File: src/rtl/uart_baud_pkg.sv
// Shared constants and elaboration-time helpers for the fractional UART baud generator.
package uart_baud_pkg;

    localparam int unsigned DIV_W_DEF      = 16;
    localparam int unsigned FRAC_W_DEF     = 8;
    localparam int unsigned OVERSAMPLE_DEF = 16;

    function automatic int unsigned os_cnt_width(input int unsigned os);
        return (os < 2) ? 1 : $clog2(os);
    endfunction

    localparam int unsigned OS_CNT_W = os_cnt_width(OVERSAMPLE_DEF);

    // Fixed-point clk_freq / (baud * os) with frac_w fraction bits, rounded to nearest and
    // clamped to an integer part of at least 2.
    function automatic longint unsigned default_div(input longint unsigned clk_freq,
                                                    input longint unsigned baud,
                                                    input longint unsigned os,
                                                    input int unsigned     frac_w);
        longint unsigned rate;
        longint unsigned q;
        rate = baud * os;
        q    = ((clk_freq << frac_w) + rate / 2) / rate;
        if ((q >> frac_w) < 64'd2) begin
            q = 64'd2 << frac_w;
        end
        return q;
    endfunction

endpackage

File: src/rtl/uart_frac_divider.sv
// Oversample-period divider: period counter, shadow divisor applied at period boundaries and,
// when UART_FRAC_DIV_EN is defined, a fractional accumulator stretching periods by one clk.
module uart_frac_divider #(
    parameter int unsigned      DivW    = 16,
    parameter int unsigned      FracW   = 8,
    parameter logic [DivW-1:0]  DefInt  = DivW'(2),
    parameter logic [FracW-1:0] DefFrac = '0
) (
    input  logic             clk_i,
    input  logic             rst_i,
    input  logic             en_i,
    input  logic             sync_i,
    input  logic             div_load_i,
    input  logic [DivW-1:0]  div_int_i,
    input  logic [FracW-1:0] div_frac_i,
    output logic             period_end_o,
    output logic             os_tick_o
);

    localparam logic [DivW-1:0] MinInt = DivW'(2);

    logic [DivW-1:0] cnt_q, cnt_d;
    logic [DivW-1:0] act_int_q, act_int_d;
    logic [DivW-1:0] shd_int_q, shd_int_d;
    logic            pend_q, pend_d;
    logic            os_tick_q, os_tick_d;
    logic [DivW-1:0] load_int;
    logic [DivW:0]   cnt_inc;
    logic [DivW:0]   period_len;
    logic            carry;
    logic            period_end;
    logic            apply_now;

    assign load_int   = (div_int_i < MinInt) ? MinInt : div_int_i;
    assign cnt_inc    = {1'b0, cnt_q} + {{DivW{1'b0}}, 1'b1};
    assign period_len = {1'b0, act_int_q} + {{DivW{1'b0}}, carry};
    // >= so an immediate load of a shorter divisor while halted ends the period on resume
    assign period_end = en_i && !sync_i && (cnt_inc >= period_len);
    assign apply_now  = !en_i || sync_i || period_end;

    always_comb begin
        cnt_d     = cnt_q;
        act_int_d = act_int_q;
        shd_int_d = shd_int_q;
        pend_d    = pend_q;
        os_tick_d = 1'b0;
        if (sync_i) begin
            cnt_d = '0;
        end else if (period_end) begin
            cnt_d     = '0;
            os_tick_d = 1'b1;
        end else if (en_i) begin
            cnt_d = cnt_inc[DivW-1:0];
        end
        if (div_load_i) begin
            shd_int_d = load_int;
            if (apply_now) begin
                act_int_d = load_int;
                pend_d    = 1'b0;
            end else begin
                pend_d = 1'b1;
            end
        end else if (pend_q && period_end) begin
            act_int_d = shd_int_q;
            pend_d    = 1'b0;
        end
    end

    always_ff @(posedge clk_i) begin
        if (rst_i) begin
            cnt_q     <= '0;
            act_int_q <= DefInt;
            shd_int_q <= DefInt;
            pend_q    <= 1'b0;
            os_tick_q <= 1'b0;
        end else begin
            cnt_q     <= cnt_d;
            act_int_q <= act_int_d;
            shd_int_q <= shd_int_d;
            pend_q    <= pend_d;
            os_tick_q <= os_tick_d;
        end
    end

`ifdef UART_FRAC_DIV_EN
    logic [FracW-1:0] acc_q, acc_d;
    logic [FracW-1:0] act_frac_q, act_frac_d;
    logic [FracW-1:0] shd_frac_q, shd_frac_d;
    logic             carry_q, carry_d;

    assign carry = carry_q;

    // The ending period accumulates its own fraction; the carry lengthens the next period.
    always_comb begin
        acc_d      = acc_q;
        carry_d    = carry_q;
        act_frac_d = act_frac_q;
        shd_frac_d = shd_frac_q;
        if (sync_i) begin
            acc_d   = '0;
            carry_d = 1'b0;
        end else if (period_end) begin
            {carry_d, acc_d} = {1'b0, acc_q} + {1'b0, act_frac_q};
        end
        if (div_load_i) begin
            shd_frac_d = div_frac_i;
            if (apply_now) begin
                act_frac_d = div_frac_i;
            end
        end else if (pend_q && period_end) begin
            act_frac_d = shd_frac_q;
        end
    end

    always_ff @(posedge clk_i) begin
        if (rst_i) begin
            acc_q      <= '0;
            carry_q    <= 1'b0;
            act_frac_q <= DefFrac;
            shd_frac_q <= DefFrac;
        end else begin
            acc_q      <= acc_d;
            carry_q    <= carry_d;
            act_frac_q <= act_frac_d;
            shd_frac_q <= shd_frac_d;
        end
    end
`else
    logic unused_frac;

    assign carry       = 1'b0;
    assign unused_frac = ^{div_frac_i, DefFrac};
`endif

    assign period_end_o = period_end;
    assign os_tick_o    = os_tick_q;

endmodule

File: src/rtl/uart_baud_gen_frac.sv
// Runtime-programmable UART baud generator: os_tick, baud_tick and UART_clk from a
// fractional divider. Fractional periods are built only when UART_FRAC_DIV_EN is defined.
module uart_baud_gen_frac
    import uart_baud_pkg::*;
#(
    parameter int unsigned CLK_FREQ   = 1_000_000_000 / 12,
    parameter int unsigned BAUD       = 9600,
    parameter int unsigned OVERSAMPLE = OVERSAMPLE_DEF,
    parameter int unsigned DIV_W      = DIV_W_DEF,
    parameter int unsigned FRAC_W     = FRAC_W_DEF
) (
    input  logic              clk,
    input  logic              rst,
    input  logic              en,
    input  logic              sync,
    input  logic              div_load,
    input  logic [DIV_W-1:0]  div_int,
    input  logic [FRAC_W-1:0] div_frac,
    output logic              os_tick,
    output logic              baud_tick,
    output logic              UART_clk
);

    localparam longint unsigned DefDiv = default_div(64'(CLK_FREQ), 64'(BAUD),
                                                     64'(OVERSAMPLE), FRAC_W);
    localparam logic [DIV_W-1:0]  DefInt  = DIV_W'(DefDiv >> FRAC_W);
    localparam logic [FRAC_W-1:0] DefFrac = FRAC_W'(DefDiv);

    localparam int unsigned       OsCntW = os_cnt_width(OVERSAMPLE);
    localparam logic [OsCntW-1:0] OsLast = OsCntW'(OVERSAMPLE - 1);
    localparam logic [OsCntW-1:0] OsHalf = OsCntW'(OVERSAMPLE / 2 - 1);
    localparam logic [OsCntW-1:0] OsOne  = OsCntW'(1);

    if (OVERSAMPLE < 2 || (OVERSAMPLE % 2) != 0) begin : g_bad_oversample
        $error("OVERSAMPLE must be even and at least 2");
    end

    logic              period_end;
    logic              os_tick_int;
    logic [OsCntW-1:0] os_cnt_q, os_cnt_d;
    logic              baud_tick_q, baud_tick_d;
    logic              uart_clk_q, uart_clk_d;

    uart_frac_divider #(
        .DivW    (DIV_W),
        .FracW   (FRAC_W),
        .DefInt  (DefInt),
        .DefFrac (DefFrac)
    ) u_divider (
        .clk_i        (clk),
        .rst_i        (rst),
        .en_i         (en),
        .sync_i       (sync),
        .div_load_i   (div_load),
        .div_int_i    (div_int),
        .div_frac_i   (div_frac),
        .period_end_o (period_end),
        .os_tick_o    (os_tick_int)
    );

    // Decisions use the pre-increment os_cnt so baud_tick and UART_clk align with os_tick.
    always_comb begin
        os_cnt_d    = os_cnt_q;
        baud_tick_d = 1'b0;
        uart_clk_d  = uart_clk_q;
        if (sync) begin
            os_cnt_d   = '0;
            uart_clk_d = 1'b0;
        end else if (period_end) begin
            baud_tick_d = (os_cnt_q == OsLast);
            os_cnt_d    = baud_tick_d ? '0 : os_cnt_q + OsOne;
            if (os_cnt_q == OsHalf || os_cnt_q == OsLast) begin
                uart_clk_d = ~uart_clk_q;
            end
        end
    end

    always_ff @(posedge clk) begin
        if (rst) begin
            os_cnt_q    <= '0;
            baud_tick_q <= 1'b0;
            uart_clk_q  <= 1'b0;
        end else begin
            os_cnt_q    <= os_cnt_d;
            baud_tick_q <= baud_tick_d;
            uart_clk_q  <= uart_clk_d;
        end
    end

    assign os_tick   = os_tick_int;
    assign baud_tick = baud_tick_q;
    assign UART_clk  = uart_clk_q;

endmodule
File: config.mk
export PLATFORM = sky130hd
export DESIGN_NAME = uart_baud_gen_frac
export DESIGN_NICKNAME = d
export VERILOG_FILES = /design/src/rtl/uart_baud_pkg.sv /design/src/rtl/uart_frac_divider.sv /design/src/rtl/uart_baud_gen_frac.sv
export SDC_FILE = /design/constraint.sdc
export NUM_CORES = 1
export LEC_CHECK = 0
export CAP_MARGIN = 20
export CORE_AREA = 3 3 84 86
export CTS_BUF_LIST = sky130_fd_sc_hd__clkbuf_16
export CTS_CLUSTER_DIAMETER = 50
export DETAILED_ROUTE_END_ITERATION = 12
export DIE_AREA = 0 0 87 89
export PLACE_DENSITY_LB_ADDON = 0.15
export RECOVER_POWER = 100
export REMOVE_ABC_BUFFERS = 1
export SKIP_CTS_REPAIR_TIMING = 1
export SLEW_MARGIN = 0
export SYNTH_ARGS = -nofsm -noshare
export SYNTH_HDL_FRONTEND = slang
export SYNTH_SLANG_ARGS = --single-unit
File: constraint.sdc
create_clock -name clk -period 2.7 [get_ports clk]
set_input_delay 0.54 -clock clk [delete_from_list [all_inputs] [get_ports clk]]
set_output_delay 0.54 -clock clk [all_outputs]
set_load 0.01 [all_outputs]
## Word-level counts from Yosys, hierarchy flattened

Index checks and enable logic that the tools add are counted.

| operators by class | value |
|---|---|
| shift-type cells | 0 |
| bitwise logic cells | 2 |
| add/subtract/negate cells | 2 |
| multipliers | 0 |
| magnitude comparators | 2 |
| equality and inequality tests | 3 |
| muxes and demuxes | 9 |
| divide/modulo/power cells | 0 |
| reduce and logical (&&, ||, !) cells | 14 |

Operator list:

| cell | count |
|---|---|
| 2-to-1 mux 16 bit | 4 |
| adder 16 x 1 -> 17 bit, second input constant | 1 |
| >= comparator 17 x 16 -> 1 bit | 1 |
| less-than comparator 16 x 2 -> 1 bit, second input constant | 1 |
| OR reduction 3 bit | 2 |
| adder 4 x 1 -> 4 bit, second input constant | 1 |
| == test 4 x 3 -> 1 bit, second input constant | 1 |
| == test 4 bit, second input constant | 1 |
| 2-to-1 mux 1 bit | 4 |
| 2-to-1 mux 4 bit | 1 |
| AND reduction 2 bit | 2 |
| logical AND 1 bit | 3 |
| logical OR 1 bit | 3 |
| logical NOT 1 bit | 2 |
| != test 2 x 1 -> 1 bit, second input constant | 1 |
| inverter 1 bit | 2 |
| nonzero test 2 bit | 1 |
| OR reduction 2 bit | 1 |

| word-level totals | value |
|---|---|
| bits in latches | 0 |
| memories kept | 0 |
| RAM bits | 0 |
| bits in registers | 56 |
| ROM bits | 0 |
| input bits | 29 |

## Depth between registers and ports, before layout

Gate-level depths: netlist (run 1).

| logic depth | value |
|---|---|
| depth after elaboration | 6 |
| mapped depth | 15 |
| mapped depth without buffers | 12 |

## Modules after synthesis

Synthesis (run 1) repeated with hierarchy kept, for this count alone.

| second synthesis, totals | value |
|---|---|
| cell total of the unflattened synthesis | 316 |
| area total of the unflattened synthesis | 2960.3 µm² |

Modules (own cells, without submodules):

| module | area each (µm²) | sequential area each (µm²) | instances | cells an instance |
|---|---|---|---|---|
| uart_frac_divider | 2697.6 | 1001.0 | 1 | 287 |
| uart_baud_gen_frac | 262.8 | 120.1 | 1 | 29 |

## Worst setup path before layout (run 1)

No wires, ideal clock.

| timing path | value |
|---|---|
| kind | flip-flop to flip-flop |
| start | reg u_divider.cnt_q[5] |
| end | reg os_cnt_q[3] |
| path buffers | 1 |
| setup time | 0.074 ns |
| arrival time | 2.882 ns |
| stages on the path, launching flop included | 13 |
| required time | 2.626 ns |
| setup slack | -0.256 ns |
| clock period less this slack | 2.956 ns |
| cell sequence | dfxtp_1 nand4_4 nor4_1 and3_1 xor2_1 ha_1 nand3_1 nor3_1 nand4_1 and4_4 buf_6 a2111o_1 o21ai_0 |

| on the way | value |
|---|---|
| longest elaborated chain between the ends | 3 |

RTL lines:

| item | line | text |
|---|---|---|
| start: declaration | uart_frac_divider.sv:22 | `logic [DivW-1:0] cnt_q, cnt_d;` |
| start signal: assignment | uart_frac_divider.sv:77 | `cnt_q <= cnt_d;` |
| adder 16 x 1 -> 17 bit | uart_frac_divider.sv:35 | `assign cnt_inc = {1'b0, cnt_q} + {{DivW{1'b0}}, 1'b1};` |
| named net u_divider.cnt_inc[15] | uart_frac_divider.sv:28 | `logic [DivW:0] cnt_inc;` |
| >= comparator 17 x 16 -> 1 bit | uart_frac_divider.sv:38 | `assign period_end = en_i && !sync_i && (cnt_inc >= period_len);` |
| logical AND 1 bit | uart_frac_divider.sv:38 |  |
| end signal: assignment | uart_baud_gen_frac.sv:84 | `os_cnt_q <= os_cnt_d;` |
| end: declaration | uart_baud_gen_frac.sv:40 | `logic [OsCntW-1:0] os_cnt_q, os_cnt_d;` |

The timed path passes the listed nets, and every way through them passes these cells.
A chain may end at the register's enable or synchronous reset.

## Final worst setup path (run 1)

| timing path | value |
|---|---|
| start | reg u_divider.cnt_q[5] |
| end | reg u_divider.act_int_q[13] |

| on the way | value |
|---|---|
| longest elaborated chain between the ends | 6 |

RTL lines:

| item | line | text |
|---|---|---|
| adder 16 x 1 -> 17 bit * | uart_frac_divider.sv:35 |  |
| named net u_divider.cnt_inc[11] | uart_frac_divider.sv:28 |  |
| >= comparator 17 x 16 -> 1 bit * | uart_frac_divider.sv:38 |  |
| logical AND 1 bit * | uart_frac_divider.sv:38 |  |
| logical OR 1 bit / logical AND 1 bit (equally long branches) | uart_frac_divider.sv:39, uart_frac_divider.sv:63 |  |
| != test 2 x 1 -> 1 bit (no source line) / nonzero test 2 bit (equally long branches) | -- |  |
| AND reduction 2 bit (no source line) * | -- |  |
| end signal: assignment | uart_frac_divider.sv:72 | `act_int_q <= DefInt;` |
| end signal: assignment | uart_frac_divider.sv:78 | `act_int_q <= act_int_d;` |
| end: declaration | uart_frac_divider.sv:23 | `logic [DivW-1:0] act_int_q, act_int_d;` |

The timed path passes the listed nets; every way through them passes the cells marked *.

==> metrics.md, run 1 <==
| Metric | Value |
|---|---|
| Synth-to-layout area growth | `26.18%` |
| Async SR Flop Fraction | `0%` |
| Worst vdd ir | `0.3004 mV` |
| Critical path arrival | `2960 ps` |
| Initial antenna violation count | `0` |
| Max stage delay on crit path | `360 ps` |
| Clock power frac | `36.6%` |
| Die Area | `7743 um2` |
| Cells along the critical path | `buf_4 > and4_1 > and3_4 > nand2_1 > nor2_1 > xor2_1 > ha_1 > nand2_1 > nor3_2 > buf_4 > buf_4 > o31a_1 > o31a_1 > buf_12 > o2bb2ai_1` |
| Slew margin rel. | `29.89%` |
| DRT antenna net count | `0` |
| Top_reg_cell synth | `dfxtp_1` |
| CTS H-Tree Depth | `2` |
| Overall routing resource usage | `between 10% and 20%` |
| Synthesized instance count | `381` |
| Int Power | `0.001323 W` |
| Sequential share of power | `between 50% and 60%` |
| Final Max Tran Viols | `0` |
| Crit. End Element | `register` |
| RSZ-0062 raised after global routing | `yes` |
| Vert. Die Dim | `89 um` |
| Fin Setup TNS | `-1125 ps` |
| Combinational share of power | `a little over an eighth` |
| Failing checks | `setup timing` |
| Number of synthesized flops with an enable pin | `0` |
| Cell area after synthesis | `3193 um2` |
| Worst Setup Path Type | `register to register` |
| Die X | `87 um` |
| FILL cells | `520` |
| Most used cell, CP | `buf_4` |
| Clk sink count | `56` |
| Post-synthesis sequential area ratio | `35.11%` |
| Worst skew pair latency | `290 ps` |
| Clock root buffer master | `clkbuf_16` |
| Utilization after layout | `a little under two thirds` |
| Nets | `477` |
| CTS max path bufs | `2` |
| # DRC | `0` |
| Number of global-route vias before repair | `2634` |
| Net switching power | `0.0004400 W` |
| Initial core utilization | `50.29%` |
| Hold Crit Class | `register to register` |
| F_max | `0.3603 GHz` |
| Post-Place Setup Slack | `-322.5 ps` |
| DR vias | `2774` |
| IO buf count | `23` |
| I/O pin count | `32` |
| Num rows | `29` |
| Hpwl dp | `5328 um` |
| Wire per inst | `14.34 um` |
| Pwr dens | `437.6 nW/um2` |
| Setup violations, final | `36` |
| Pre-Repair DR Iteration Count | `4` |
| Synthesis warning total | `0` |
| CP required | `approximately 2900 ps` |
| Core Region | `6350 um2` |
| First-pass GRT wire length | `12170 um` |
| Fin worst setup slack | `-75.52 ps` |
| Distinct cells, synth | `47` |
| Slew @ Worst Pin | `1048 ps` |
| Fin. Hold Viols | `0` |
| Clock buffer count from CTS | `5` |
| CTS tree | `yes` |
| Type of origin of the critical path | `register` |
| Switching share of power | `24.96%` |
| Syn_area_per_cell | `8.381 um2` |
| Vias per cell | `roughly 5.5` |
| Outcome | `finished with violations` |
| Largest net degree at the start of global routing | `38` |
| Fin crit period | `2776 ps` |
| Synth Register Bits | `56` |
| Share of layout cells above drive strength 1 | `roughly 18%` |
| Max-cap viol count | `0` |
| Gpl congestion | `between 0.8 and 0.9` |
| Clock skew | `between 6 and 7 ps` |
| Peak fanout along the critical path | `14` |
| Static Leak | `1.703 nW` |
| Clk slew on worst S/H paths | `70 ps` |
| Starting DRC count in detailed routing | `about 130` |
| Critical path's slowest cell | `dfxtp_2` |
| ANT cells | `0` |
| GRT Residual Overflow | `0` |
| Period utilization | `102.8%` |
| Final wirelength | `7284 um` |
| Total power | `about 0.0018 W` |
-- worst max-delay path: cells and delay by family (launching register included) --
kind	cells	cell delay (ps)
buf+inv	4	560
xor+xnor	1	190
simple gates	6	740
fa+ha+maj	1	250
compound gates	3	580
flops	1	360
-- power groups by stage --
stage | Combinational, W | Clock, W | Sequential, W
6_report | 0.000235 | 0.000644 | 0.000883
5_1_grt | 0.000262 | 0.000691 | 0.000887
4_1_cts | 0.000225 | 0.000657 | 0.000883
3_5_place_dp | 0.000224 | 0 | 0.000902
3_3_place_gp | 0.000218 | 0 | 0.000901
2_1_floorplan | 0.000125 | 0 | 0.000898
-- synthesized netlist by cell type (all sizes together), types with 7 or more instances --
| cell type | number | share of area (%) |
|---|---|---|
| ha | 18 | 7.1 |
| nor3 | 30 | 5.1 |
| clkbuf | 8 | 0.94 |
| nor2b | 13 | 2.5 |
| o21ai | 7 | 1.1 |
| a31oi | 16 | 3.1 |
| nor2 | 38 | 4.5 |
| o2bb2ai | 10 | 2.7 |
| nand4 | 11 | 2.6 |
| inv | 23 | 2.7 |
| xnor2 | 15 | 4.1 |
| xor2 | 14 | 3.8 |
| a21oi | 13 | 2.2 |
| nand3 | 15 | 2.4 |
| buf | 14 | 2.3 |
| nand2 | 20 | 2.4 |
| dfxtp | 56 | 35 |
| mux2i | 14 | 4.4 |
-- cell families after synthesis --
group | Yosys count | share of synthesized area, %
flip-flops | 56 | 35.11
adder cells (fa/ha/maj) | 18 | 7.053
XOR/XNOR | 29 | 7.955
AO/OA/AOI/OAI | 68 | 14.77
buffers and inverters | 45 | 5.917
AND/OR/NAND/NOR | 150 | 24.45
multiplexers | 15 | 4.741
-- state kept, by name, summed over array words and instances, names as in the netlist --
signal,flops
u_divider.cnt_q,16
UART_clk,1
u_divider.os_tick_o,1
os_cnt_q,4
baud_tick,1
u_divider.act_int_q,16
u_divider.pend_q,1
u_divider.shd_int_q,16
-- path summary, 6_finish.rpt --
check	start	to	slack [ps]	cells past startpoint
min	u_divider.shd_int_q[4]	u_divider.shd_int_q[4]	460	2
max reg2reg	u_divider.cnt_q[5]	u_divider.act_int_q[13]	-80	15
min reg2reg	u_divider.shd_int_q[4]	u_divider.shd_int_q[4]	460	2
max	u_divider.cnt_q[5]	u_divider.act_int_q[13]	-80	15
-- area by class of cell --
class	count	area (um2)	area share [%]
timing repair buffer	64	585.6	14.53
tap	77	96.34	2.391
inverter	23	86.33	2.143
multi-input combinational	280	1986	49.29
clock buffer	5	125.1	3.106
clock inverter	3	20.02	0.4969
sequential	56	1130	28.04
-- layout by cell type (no fill, tap or decap), types with 3 or more instances in the layout --
cell / count
nor2_1: 38
nand2b_1: 5
o21ai_0: 6
nor4_1: 4
clkdlybuf4s50_1: 18
xor2_1: 14
nor2b_1: 13
dlygate4sd3_1: 5
dfxtp_1: 49
nand2_1: 19
nand3_1: 12
mux2i_1: 14
a21boi_0: 5
a2bb2oi_1: 3
buf_4: 34
clkbuf_16: 5
buf_6: 4
nand4_1: 10
a31oi_1: 15
nor3_1: 28
xnor2_1: 15
inv_1: 24
ha_1: 18
o2bb2ai_1: 10
dfxtp_2: 7
a21oi_1: 10
-- metal layers --
layer  track usage, %  share of wire [%]  up-vias
met3            2.857                2.4        5
met2            33.95                 49       31
met5                0                  0        -
met4            4.958               0.76        0
li1                 -                  -     1452
met1            25.68                 48     1286
-- stage by stage --
step                hold WS, ps  cell area (um2)  cells
CTS                       455.9             3870    504
global route              488.1             4029    508
floorplan                 427.4             3090    359
finish                    455.1             4029    508
detailed placement        444.7             3725    496
global placement          438.7             3725    496
Power figures use the tool's default switching activity.
==> inputs of run 2 (changes only) <==
--- a/config.mk
+++ b/config.mk
@@ -11,7 +11,7 @@
 export CTS_CLUSTER_DIAMETER = 50
 export DETAILED_ROUTE_END_ITERATION = 12
 export DIE_AREA = 0 0 87 89
-export PLACE_DENSITY_LB_ADDON = 0.15
+export PLACE_DENSITY = 0.73
 export RECOVER_POWER = 100
 export REMOVE_ABC_BUFFERS = 1
 export SKIP_CTS_REPAIR_TIMING = 1
==> run 2 against run 1 <==
  * The flow still finishes with violations (setup timing)
  * Largest cell class unchanged
  * Critical path type unchanged
  * Worst setup slack worse by 190 ps
  * Clock skew shrank 3.7 ps
  * Worst hold slack improved by 1.0 ps
  * Critical endpoint is now os_cnt_q[0]
  * Sequential share of layout area fell by 0.54 points
  * Largest power group unchanged
  * Final cell count up 0.79%
==> metrics.md, run 2 (synthesized netlist as in run 1, its figures left out) <==
| Metric | Value |
|---|---|
| Outcome | `finished with violations` |
| Failing checks | `setup timing` |
| Die X | `87 um (unchanged)` |
| Sequential share of power | `46.9% (-3.2 points)` |
| Hold Crit Class | `register to register` |
| Synth-to-layout area growth | `28.49%` |
| Vert. Die Dim | `89 um (unchanged)` |
| F_max | `0.3370 GHz (-6.5%)` |
| Num rows | `29 (unchanged)` |
| Top flop regs | `u_divider.act_int_q: 16 flops, u_divider.cnt_q: 16 flops, u_divider.shd_int_q: 16 flops` |
| Int Power | `0.001425 W (+7.7%)` |
| Type of origin of the critical path | `register` |
| Clock skew | `3.305 ps (-3.677 ps)` |
| Wire per inst | `15.12 um (+5.4%)` |
| Most common cell after layout, fill and taps aside | `dfxtp_1` |
| Worst Setup Path Type | `register to register` |
| I/O pin count | `32 (unchanged)` |
| Final Max Tran Viols | `0 (unchanged)` |
| # DRC | `0 (unchanged)` |
| Vias per cell | `5.590 (+2.4%)` |
| Design area | `4103 um2 (+1.8%)` |
| Utilization after layout | `64.61% (+1.2 points)` |
| First-pass GRT wire length | `12380 um (+1.7%)` |
| Hold Slack | `456.1 ps (+1.028 ps)` |
| Clock power frac | `39.9% (+3.3 points)` |
| Overall routing resource usage | `19.85% (+0.24 points)` |
| CP required | `2880 ps (about the same)` |
| Worst vdd ir | `0.4209 mV (+40%)` |
| Critical path arrival | `3150 ps (+190 ps)` |
| CTS tree | `yes` |
| Gpl congestion | `0.8362 (-3.9%)` |
| Switching share of power | `24.47% (-0.49 points)` |
| Setup violations, final | `40 (+11%)` |
| CTS max path bufs | `2 (unchanged)` |
| Worst skew pair latency | `290 ps (about the same)` |
| Starting DRC count in detailed routing | `83 (-34%)` |
| GRT Residual Overflow | `0 (unchanged)` |
| DR vias | `2862 (+3.2%)` |
| Slew margin rel. | `34.80% (+4.9 points)` |
| Max-cap viol count | `0 (unchanged)` |
| Die Area | `7743 um2 (unchanged)` |
| Post-Place Setup Slack | `-303.4 ps (+19.13 ps)` |
| Number of global-route vias before repair | `2781 (+5.6%)` |
| Hpwl dp | `5387 um (+1.1%)` |
| Clk sink count | `56 (unchanged)` |
| Largest net degree at the start of global routing | `21 (-45%)` |
| Net switching power | `0.0004616 W (+4.9%)` |
| Slew @ Worst Pin | `974.4 ps (-73.40 ps)` |
| ANT cells | `0 (unchanged)` |
| Period utilization | `109.9% (+7.1 points)` |
| Fin crit period | `2967 ps (+192.0 ps)` |
| Share of layout cells above drive strength 1 | `20.23% (+2.6 points)` |
| Clk slew on worst S/H paths | `70 ps (about the same)` |
| Cell Area, Placed | `3735 um2 (+0.27%)` |
| Fin. Hold Viols | `0 (unchanged)` |
| Static Leak | `1.734 nW (+1.8%)` |
| Combinational share of power | `13.2% (about the same)` |
| Pwr dens | `459.8 nW/um2 (+5.1%)` |
| RSZ-0062 raised after global routing | `yes` |
| DRT antenna net count | `0 (unchanged)` |
| Nets | `481 (+0.84%)` |
| CTS H-Tree Depth | `2 (unchanged)` |
| FILL cells | `557 (+7.1%)` |
| Pre-Repair DR Iteration Count | `4 (unchanged)` |
| Peak fanout along the critical path | `5 (-9)` |
| Clock root buffer master | `clkbuf_16` |
| Core Region | `6350 um2 (unchanged)` |
| Final wirelength | `7741 um (+6.3%)` |
| Initial core utilization | `50.29% (unchanged)` |
| Fin worst setup slack | `-267.5 ps (-192.0 ps)` |
| IO buf count | `23 (unchanged)` |
| Most frequent cells in the layout | `dfxtp_1, buf_4, nor2_1, nor3_1, inv_1` |
| Initial antenna violation count | `0 (unchanged)` |
| Clock buffer count from CTS | `5 (unchanged)` |
| Crit. End Element | `register` |
run 2: worst max-delay path, cell delays in order, from the launching register on:
cell,delay [ps]
dfxtp_2,350
nand4_1,200
nor4_2,370
and3_1,240
xor2_1,90
ha_1,320
nand3_2,100
nor3_2,150
buf_4,150
nand4_1,100
and4_4,240
a21oi_4,240
mux2_4,320
run 2: through the flow:
stage,std cells,total power (W),setup TNS (ps)
global route,512,0.001966,-17400
floorplan,359,0.001023,-29060
detailed placement,499,0.001127,-9485
CTS,507,0.001876,-10410
global placement,499,0.001120,-7853
finish,512,0.001887,-8383
run 2: cell type report:
cell class	count	area [um2]	share of cell area, %
clock inverter	3	47.55	1.159
timing repair buffer	68	579.3	14.12
multi-input combinational	280	2039	49.71
inverter	23	86.33	2.104
sequential	56	1129	27.51
clock buffer	5	125.1	3.050
tap	77	96.34	2.348
run 2: per-layer routing:
metal | up-vias | wire, um | GRT usage, %
met5 | - | 0 | 0
met1 | 1339 | 3706 | 24.99
met3 | 18 | 216 | 3.410
li1 | 1465 | - | -
met2 | 40 | 3664 | 35.13
met4 | 0 | 153 | 5.099
run 2: power groups by stage:
stage	Clock [W]	Combinational, W	Sequential [W]
after floorplan	0	0.000125	0.000898
after global placement	0	0.000219	0.000901
after detailed placement	0	0.000224	0.000903
after CTS	0.000765	0.000226	0.000884
after global routing	0.000801	0.000276	0.000889
final	0.000752	0.000250	0.000884
run 2: path summary, 6_finish.rpt:
kind                                             start                     end  slack [ps]  depth (start not counted)
worst max register to register      u_divider.cnt_q[1]             os_cnt_q[0]        -270                         12
worst min-delay path            u_divider.shd_int_q[3]  u_divider.shd_int_q[3]         460                          2
worst min register to register  u_divider.shd_int_q[3]  u_divider.shd_int_q[3]         460                          2
worst max-delay path                u_divider.cnt_q[1]             os_cnt_q[0]        -270                         12
==> inputs of run 3 (changes only) <==
--- a/config.mk
+++ b/config.mk
@@ -11,7 +11,8 @@
 export CTS_CLUSTER_DIAMETER = 50
 export DETAILED_ROUTE_END_ITERATION = 12
 export DIE_AREA = 0 0 87 89
-export PLACE_DENSITY = 0.73
+export GPL_ROUTABILITY_DRIVEN = 0
+export PLACE_DENSITY_LB_ADDON = 0.2
 export RECOVER_POWER = 100
 export REMOVE_ABC_BUFFERS = 1
 export SKIP_CTS_REPAIR_TIMING = 1
==> run 3 against run 2 <==
  * The run still ends with setup timing left
  * Critical path depth increased by 1
  * Utilization increased by 0.55 points
  * Flip-flop and latch count unchanged
  * Critical endpoint is now u_divider.act_int_q[1]
  * Fmax increased by 2.4%
  * Critical path type unchanged
==> metrics.md, run 3 (synthesized netlist as in run 1, its figures left out) <==
| Metric | Value |
|---|---|
| F_max | `0.3449 GHz (+2.4%)` |
| Cell Area, Placed | `3755 um2 (+0.54%)` |
| IO buf count | `23 (unchanged)` |
| Setup violations, final | `40 (unchanged)` |
| RSZ-0062 raised after global routing | `yes` |
| Period utilization | `107.4% (-2.5 points)` |
| Worst vdd ir | `0.3281 mV (-22%)` |
| Num rows | `29 (unchanged)` |
| Fin. Hold Viols | `0 (unchanged)` |
| Slew @ Worst Pin | `1276 ps (+301.2 ps)` |
| Fin crit period | `2899 ps (-68.28 ps)` |
| Clock skew | `6.381 ps (+3.077 ps)` |
| Worst Setup Path Type | `register to register` |
| CP Capture Point | `u_divider.act_int_q[1]` |
| Static Leak | `1.742 nW (+0.46%)` |
| Outcome | `finished with violations` |
| Clk sink count | `56 (unchanged)` |
| Setup crit start | `u_divider.cnt_q[0]` |
| Total power | `0.001792 W (-5.0%)` |
| GRT Residual Overflow | `0 (unchanged)` |
| Initial core utilization | `50.29% (unchanged)` |
| Starting DRC count in detailed routing | `152 (+83%)` |
| Vert. Die Dim | `89 um (unchanged)` |
| Metal3 WL | `164 um (-24%)` |
| Initial antenna violation count | `0 (unchanged)` |
| Cells after DPL | `500 (+0.20%)` |
| Largest net degree at the start of global routing | `32 (+52%)` |
| Design area | `4138 um2 (+0.85%)` |
| Failing checks | `setup timing` |
| Max stage delay on crit path | `360 ps (about the same)` |
| Multi-input logic area | `2081 um2 (+2.0%)` |
| FF-to-FF setup slack | `-200 ps (+70 ps)` |
| Nets | `480 (-0.21%)` |
| Fin worst setup slack | `-199.2 ps (+68.28 ps)` |
| DRT antenna net count | `0 (unchanged)` |
| CTS tree | `yes` |
| Overall routing resource usage | `20.01% (+0.16 points)` |
| Reg2reg start | `u_divider.cnt_q[0]` |
| Met2 wire length | `3807 um (+3.9%)` |
| Critical path's slowest cell | `dfxtp_2` |
| Final wirelength | `7617 um (-1.6%)` |
| Worst skew pair latency | `290 ps (about the same)` |
| DR vias | `2849 (-0.45%)` |
| Crit. End Element | `register` |
| Max-cap viol count | `0 (unchanged)` |
| Clk slew on worst S/H paths | `70 ps (about the same)` |
| ANT cells | `0 (unchanged)` |
| Hold Slack | `454.2 ps (-1.908 ps)` |
| Pwr dens | `433.1 nW/um2 (-5.8%)` |
| I/O pin count | `32 (unchanged)` |
| Hold Crit Class | `register to register` |
| Top flop regs | `u_divider.act_int_q: 16 flops, u_divider.cnt_q: 16 flops, u_divider.shd_int_q: 16 flops` |
| Die X | `87 um (unchanged)` |
| Cells along the critical path | `buf_4 > ha_2 > nand3_2 > nor3_4 > nand3_2 > xnor2_2 > ha_1 > a21o_1 > a21oi_2 > and4_4 > buf_4 > nand3_1 > a221o_1` |
| Critical path arrival | `3080 ps (-70 ps)` |
| Clock buffer count from CTS | `5 (unchanged)` |
| First-pass GRT wire length | `12320 um (-0.44%)` |
| Die Area | `7743 um2 (unchanged)` |
| FILL cells | `540 (-3.1%)` |
| Cell Count, Final, Fillers Out | `511 (-0.20%)` |
| Clock root buffer master | `clkbuf_16` |
| Share of layout cells above drive strength 1 | `22.58% (+2.4 points)` |
| Most common cell after layout, fill and taps aside | `dfxtp_1` |
| R2R Path End | `u_divider.act_int_q[1]` |
| Reg2reg path depth | `13 (+1)` |
| Most frequent cells in the layout | `dfxtp_1, buf_4, nor2_1, nor3_1, inv_1` |
| Vias per cell | `5.575 (-0.26%)` |
| Core Region | `6350 um2 (unchanged)` |
| Slew margin rel. | `14.65% (-20 points)` |
| CTS H-Tree Depth | `2 (unchanged)` |
| Type of origin of the critical path | `register` |
| CP required | `2890 ps (about the same)` |
| Number of global-route vias before repair | `2691 (-3.2%)` |
| FF+latch area | `1131 um2 (+0.22%)` |
| CTS max path bufs | `2 (unchanged)` |
| Final Max Tran Viols | `0 (unchanged)` |
| Hpwl dp | `5449 um (+1.2%)` |
| Peak fanout along the critical path | `4 (-1)` |
| Uppermost layer routed | `met4` |
| # DRC | `0 (unchanged)` |
| Pre-Repair DR Iteration Count | `4 (unchanged)` |
| Met1 wire length | `3517 um (-5.1%)` |
| Synth-to-layout area growth | `29.58%` |
| Wire per inst | `14.91 um (-1.4%)` |
-- run 3: cell count changes in the layout (fill, tap and decap cells not counted), moves of 4 or more --
cell	delta
a31oi_2	+5
o2bb2ai_2	-8
o2bb2ai_1	+8
a31oi_1	-6
nor3_2	-4
-- run 3: worst min-delay path by stage --
stage / start / endpoint / slack, ps / depth (start not counted)
after floorplan: u_divider.shd_int_q[2] / u_divider.shd_int_q[2] / 430 / 2
after global routing: u_divider.shd_int_q[2] / u_divider.shd_int_q[2] / 480 / 2
final: u_divider.shd_int_q[2] / u_divider.shd_int_q[2] / 450 / 2
after detailed placement: u_divider.shd_int_q[2] / u_divider.shd_int_q[2] / 450 / 2
after global placement: u_divider.shd_int_q[2] / u_divider.shd_int_q[2] / 440 / 2
after CTS: u_divider.shd_int_q[2] / u_divider.shd_int_q[2] / 460 / 2
-- run 3: worst max-delay path, delay by kind of cell, from the launching register on --
family | cells | cell delay, ps
and+or+nand+nor | 5 | 820
AOI/OAI and AO/OA | 3 | 700
adders and majority gates | 2 | 490
DFF | 1 | 360
buffers and inverters | 2 | 260
xor gates and xnor gates | 1 | 160
-- run 3: cell type report --
type                       instances  share of cell area [%]
inverter                          23                   2.086
tap                               77                   2.328
timing repair buffer              67                   14.42
clock inverter                     3                  0.5141
sequential                        56                   27.34
clock buffer                       5                   3.024
multi-input combinational        280                   50.29
-- run 3: per-layer routing --
| metal | vias to the layer above | GRT usage [%] |
|---|---|---|
| met3 | 13 | 3.318 |
| met1 | 1353 | 25.70 |
| met5 | - | 0 |
| met2 | 33 | 34.64 |
| li1 | 1450 | - |
| met4 | 0 | 5.666 |
-- run 3: power by group --
group / internal [W] / leakage (nW) / switching (W)
Sequential: 0.000866 / 0.463 / 0.0000175
Combinational: 0.000121 / 1.21 / 0.000129
Clock: 0.000346 / 0.0702 / 0.000312
-- run 3: through the flow --
step | worst slack (ps) | TNS, ps | util (%)
after floorplan | -1061 | -29060 | -
after global placement | -304.2 | -9705 | 59.13
after detailed placement | -346.9 | -11320 | 59.13
after CTS | -378.5 | -12410 | 61.44
after global routing | -384.4 | -13500 | 65.16
final | -199.2 | -4789 | 65.16
